[config.mk]
export PLATFORM = sky130hd
export DESIGN_NAME = alu_issue_regfile
export DESIGN_NICKNAME = d
export VERILOG_FILES = /design/src/rtl/alu_issue_regfile.sv
export SDC_FILE = /design/constraint.sdc
export NUM_CORES = 1
export LEC_CHECK = 0
export CAP_MARGIN = 20
export CORE_UTILIZATION = 23
export CTS_CLUSTER_DIAMETER = 100
export DETAILED_ROUTE_END_ITERATION = 16
export GPL_TIMING_DRIVEN = 0
export PLACE_DENSITY = 0.49
export SLEW_MARGIN = 40
export SYNTH_ARGS = -nofsm -noshare
export SYNTH_HDL_FRONTEND = slang
export SYNTH_SLANG_ARGS = --single-unit
[constraint.sdc]
create_clock -name clk -period 18.37 [get_ports clk]
set_input_delay 5.511 -clock clk [delete_from_list [all_inputs] [get_ports clk]]
set_output_delay 5.511 -clock clk [all_outputs]
set_load 0.02 [all_outputs]
[src/rtl/alu_issue_regfile.sv]
// rtl/alu_issue_regfile.sv - operand/issue stage with register file for an external 16-bit ALU
// Four-state issue loop: accept, read operands, let the ALU settle, write back.
module alu_issue_regfile #(
  parameter int DATA_WIDTH = 16,
  parameter int NUM_REGS   = 16,
  parameter int FLAG_WIDTH = 5,
  localparam int AW        = $clog2(NUM_REGS)
) (
  input  logic                  clk,
  input  logic                  reset,
  input  logic [15:0]           instr,
  input  logic                  instr_valid,
  output logic                  instr_ready,
  output logic [DATA_WIDTH-1:0] alu_a,
  output logic [DATA_WIDTH-1:0] alu_b,
  output logic [7:0]            alu_opcode,
  input  logic [DATA_WIDTH-1:0] alu_c,
  input  logic [FLAG_WIDTH-1:0] alu_flags,
  output logic [FLAG_WIDTH-1:0] psr,
  output logic                  done,
  output logic                  illegal,
  input  logic [AW-1:0]         dbg_addr,
  output logic [DATA_WIDTH-1:0] dbg_data
);

  typedef enum logic [1:0] {IDLE, READ, EXEC, WB} state_t;

  state_t                state_q;
  logic [15:0]           instr_q;
  logic [DATA_WIDTH-1:0] regs_q [NUM_REGS];
  logic [DATA_WIDTH-1:0] alu_a_q, alu_b_q, c_q;
  logic [7:0]            alu_opcode_q;
  logic [FLAG_WIDTH-1:0] flags_q, psr_q;
  logic                  legal_q, write_q, done_q, illegal_q;

  logic [3:0]            op, ext;
  logic [7:0]            imm;
  logic [AW-1:0]         rd, rs;
  logic                  dec_legal, dec_write;
  logic [7:0]            dec_opcode;
  logic [DATA_WIDTH-1:0] dec_b;

  assign op  = instr_q[15:12];
  assign ext = instr_q[7:4];
  assign imm = instr_q[7:0];
  assign rd  = instr_q[8 +: AW];
  assign rs  = instr_q[0 +: AW];

  // The same six function codes are valid as opext (register form) and as op (immediate form).
  function automatic logic code_ok(input logic [3:0] code);
    return code inside {4'h1, 4'h2, 4'h3, 4'h5, 4'h9, 4'hB};
  endfunction

  always_comb begin
    dec_legal  = 1'b0;
    dec_write  = 1'b0;
    dec_opcode = 8'h00;
    dec_b      = regs_q[rs];
    if (op == 4'h0) begin
      if (code_ok(ext)) begin
        dec_legal  = 1'b1;
        dec_write  = (ext != 4'hB);
        dec_opcode = {4'h0, ext};
      end
    end else if (code_ok(op)) begin
      dec_legal  = 1'b1;
      dec_write  = (op != 4'hB);
      dec_opcode = {op, 4'h0};
      // Arithmetic immediates are signed; logical immediates are zero-extended.
      if (op inside {4'h5, 4'h9, 4'hB})
        dec_b = {{(DATA_WIDTH-8){imm[7]}}, imm};
      else
        dec_b = {{(DATA_WIDTH-8){1'b0}}, imm};
    end
  end

  always_ff @(posedge clk or posedge reset) begin
    if (reset) begin
      state_q      <= IDLE;
      instr_q      <= '0;
      alu_a_q      <= '0;
      alu_b_q      <= '0;
      alu_opcode_q <= '0;
      c_q          <= '0;
      flags_q      <= '0;
      psr_q        <= '0;
      legal_q      <= 1'b0;
      write_q      <= 1'b0;
      done_q       <= 1'b0;
      illegal_q    <= 1'b0;
      for (int i = 0; i < NUM_REGS; i++) regs_q[i] <= '0;
    end else begin
      done_q    <= 1'b0;
      illegal_q <= 1'b0;
      case (state_q)
        IDLE: begin
          if (instr_valid) begin
            instr_q <= instr;
            state_q <= READ;
          end
        end
        READ: begin
          alu_a_q      <= regs_q[rd];
          alu_b_q      <= dec_b;
          alu_opcode_q <= dec_opcode;
          legal_q      <= dec_legal;
          write_q      <= dec_write;
          state_q      <= EXEC;
        end
        EXEC: begin
          c_q     <= alu_c;
          flags_q <= alu_flags;
          state_q <= WB;
        end
        WB: begin
          if (write_q) regs_q[rd] <= c_q;
          if (legal_q) psr_q <= flags_q;
          done_q    <= 1'b1;
          illegal_q <= ~legal_q;
          state_q   <= IDLE;
        end
      endcase
    end
  end

  assign instr_ready = (state_q == IDLE);
  assign alu_a       = alu_a_q;
  assign alu_b       = alu_b_q;
  assign alu_opcode  = alu_opcode_q;
  assign psr         = psr_q;
  assign done        = done_q;
  assign illegal     = illegal_q;
  assign dbg_data    = regs_q[dbg_addr];

endmodule

==> flow_summary.json, run 1 <==
{
  "synth.net_count": 1380,
  "ys_seq_area_frac": 0.446,
  "dpl.hpwl_um": 52000,
  "finalSetupViolCount": 0,
  "synth-edff-count": 0,
  "p_leak_nw": 10.1,
  "io_pins": 108,
  "instances_no_fill": 2581,
  "dp_cells": 2510,
  "critical_path_class": "in -> out",
  "hold_class": "reg -> reg",
  "path_delay_family": "buffers and inverters",
  "p_per_area_mw_per_mm2": 181,
  "cp.required_ns": 12.86,
  "drt_first_pass_iters": 5,
  "dieArea_mm2": 0.0852,
  "skew_ns": 0.0282,
  "cts.sinks": 344,
  "root_buffer": "clkbuf_16",
  "post_cts_resized": 0,
  "syn_to_final_growth_pct": 20.4,
  "cts_setup_buffers": 0,
  "insertion_delay_ns": 0.59,
  "cp-end-kind": "output pin",
  "antenna_found_initial": 2,
  "drtIter0Drc": 1579,
  "cts-hold-fix-buffers": 0,
  "synth-seq-cells": 344,
  "ys_async_sr_fraction": 1.00,
  "drive_gt1_frac": 0.408,
  "crit_slowest_cell": "buf_2",
  "dpl-instance-area_mm2": 0.0219,
  "ys_types": 48,
  "worstSetupStartpointType": "primary input",
  "synth_common_cells": "344 x dfrtp_1, 300 x mux2_2, 145 x mux2i_1",
  "peakVddDrop_v": 0.0000890,
  "grt_pass1_vias": 13897,
  "htreeDepth": 2,
  "synth_top_area_cell": "dfrtp_1",
  "cap_violations": 0,
  "grt_usage": 0.181,
  "cts_made_buffers": 41,
  "gp_congestion": 0.890,
  "syn_inst": 1332,
  "fin_nets": 1532,
  "row_count": 105,
  "num_vias": 13684,
  "cts_tree": "built",
  "diodes": 0,
  "wl_per_cell_um": 30.1,
  "path_cells": "buf_2 -> buf_2 -> buf_2 -> mux4_2 -> mux4_2 -> clkdlybuf4s50_1",
  "finalMaxSlewViolations": 0,
  "critPathMaxStageDelay_ns": 0.62,
  "die_x_um": 292,
  "grt_pass1_wl_um": 109000,
  "fin_crit_sh": 0.768,
  "critPathMaxFanout": 10,
  "yosysWarnings": 0,
  "port_buffers": 103,
  "design_area_mm2": 0.0233,
  "postSynthAreaPerCell_um2": 14.5,
  "synth_top_area_share": 0.446,
  "fill_cells": 8310,
  "max_freq_mhz": 70.8,
  "fin_tns_setup_ns": 0,
  "wl_um": 77700,
  "worstMarginPinSlew_ns": 0.848,
  "grt_overflow_total": 0,
  "grt_max_degree": 70,
  "crit_top_cell": "buf_2",
  "rsz0062_at_grt": "no",
  "initial_core_util": 0.234,
  "period_needed_ns": 14.11,
  "ant_nets": 0,
  "die-height_um": 292,
  "synthesis.area_mm2": 0.0193,
  "via_per_inst": 5.30,
  "ctsLongestPathBuffers": 3,
  "netlist_top_cells_area": "dfrtp_1 45%, mux2_2 17%, mux4_2 15%, mux2i_1 7.5%, mux4_1 1.5%",
  "status": "completed",
  "synthFlopType": "dfrtp_1",
  "path_buf_inv": 4,
  "core-area_mm2": 0.0826,
  "path_clk_slew_ns": 0.06,
  "critPathArrivalTime_ns": 8.60,
  "synth.most_common_cell": "dfrtp_1",
  "relSlewSlack": 0.433,
  "hold_viol_final": 0,
  "drc": 0
}
## layout by cell type (no fill, tap or decap), drive strengths merged, types with 12 or more instances in the layout
cell,count
clkbuf,98
a22o,23
nand2,12
a21oi,34
and3,16
a22oi,31
nor2,39
inv,12
mux4,143
buf,90
a211oi,12
dfrtp,344
clkdlybuf4s50,103
mux2i,145
mux2,317
a221o,16
## area by class of cell
cell class                 count  area (um^2)  share of cell area
buffer                       120          683              0.0294
clock buffer                  62         1240              0.0532
clock inverter                 8          141             0.00608
inverter                      11         48.8             0.00210
multi-input combinational    857        10000               0.431
sequential                   344         8610               0.370
tap                         1070         1340              0.0576
timing repair buffer         109         1180              0.0506
## power by group
part	leakage, nW	switching, mW	total, mW	internal [mW]
combinational	4.92	1.07	1.99	0.922
sequential	4.51	0.323	1.37	1.04
clock	0.678	0.346	0.852	0.506
total	10.1	1.74	4.21	2.47
## worst register-to-register path, delay by kind of cell (launching register included)
kind	cells	cell delay, ns
buffers and inverters	4	1.42
adder cells (fa/ha/maj)	1	0.18
AO/OA/AOI/OAI	1	0.26
AND/OR/NAND/NOR	1	0.66
flip-flops	1	0.41
## per-stage QoR
stage	worst slack, ns	utilization	hold WS [ns]	power (mW)
2_1_floorplan	3.32	-	0.426	2.55
3_3_place_gp	-1.41	0.262	0.485	3.30
3_5_place_dp	4.25	0.265	0.495	3.35
4_1_cts	4.24	0.281	0.509	4.21
5_1_grt	4.19	0.281	0.530	4.39
6_report	4.26	0.281	0.504	4.21
## logic make-up after synthesis
family	Yosys count	share of synthesized area
flip-flops	344	0.446
AO/OA/AOI/OAI	151	0.0571
AND/OR/NAND/NOR	97	0.0273
buffers and inverters	131	0.0367
multiplexers	605	0.431
adder cells (fa/ha/maj)	4	0.00259
## metal layers
layer	vias to the layer above	wire [um]	share of wire	track usage
li1	5510	-	-	-
met1	7357	33600	0.43	0.248
met2	667	35600	0.46	0.283
met3	146	5440	0.070	0.0326
met4	4	3030	0.039	0.0739
met5	-	30	0.00039	0
## final timing paths
kind                                        start                endpoint  slack, ns  depth (start not counted)
setup / recovery                      dbg_addr[1]             dbg_data[3]       4.26                          6
hold / removal             flags_q[2]$_DFFE_PP0P_  flags_q[2]$_DFFE_PP0P_       0.50                          1
setup reg to reg           state_q[1]$_DFFE_PP0P_    alu_a[6]$_DFFE_PP0N_      15.37                          7
hold reg to reg            flags_q[2]$_DFFE_PP0P_  flags_q[2]$_DFFE_PP0P_       0.50                          1
max in group asynchronous                   reset  flags_q[4]$_DFFE_PP0P_      12.04                          4
min in group asynchronous                   reset      c_q[0]$_DFFE_PP0P_       5.30                          2
## flip-flops by register name (all words and copies together) (netlist names)
signal      cells
regs_q        256
write_q         1
illegal         1
legal_q         1
flags_q         5
psr             5
instr_q        16
c_q            16
state_q         2
alu_b          16
done            1
alu_a          16
alu_opcode      8
Power figures use the tool's default switching activity.
==> run 2: changes to the inputs <==
clock period = 14.7 ns   (was 18.37 ns; I/O delays follow)
==> results of run 2 <==
The final DEF is identical to that of run 1. Status: completed.
Main changes from that run: setup slack after placement 4.25 ns -> 2.79 ns; setup slack after layout 4.26 ns -> 2.79 ns; register-to-register setup slack 15.37 ns -> 11.70 ns; total power 4.21 mW -> 5.26 mW; worst IR drop on VDD 0.0000890 V -> 0.000111 V
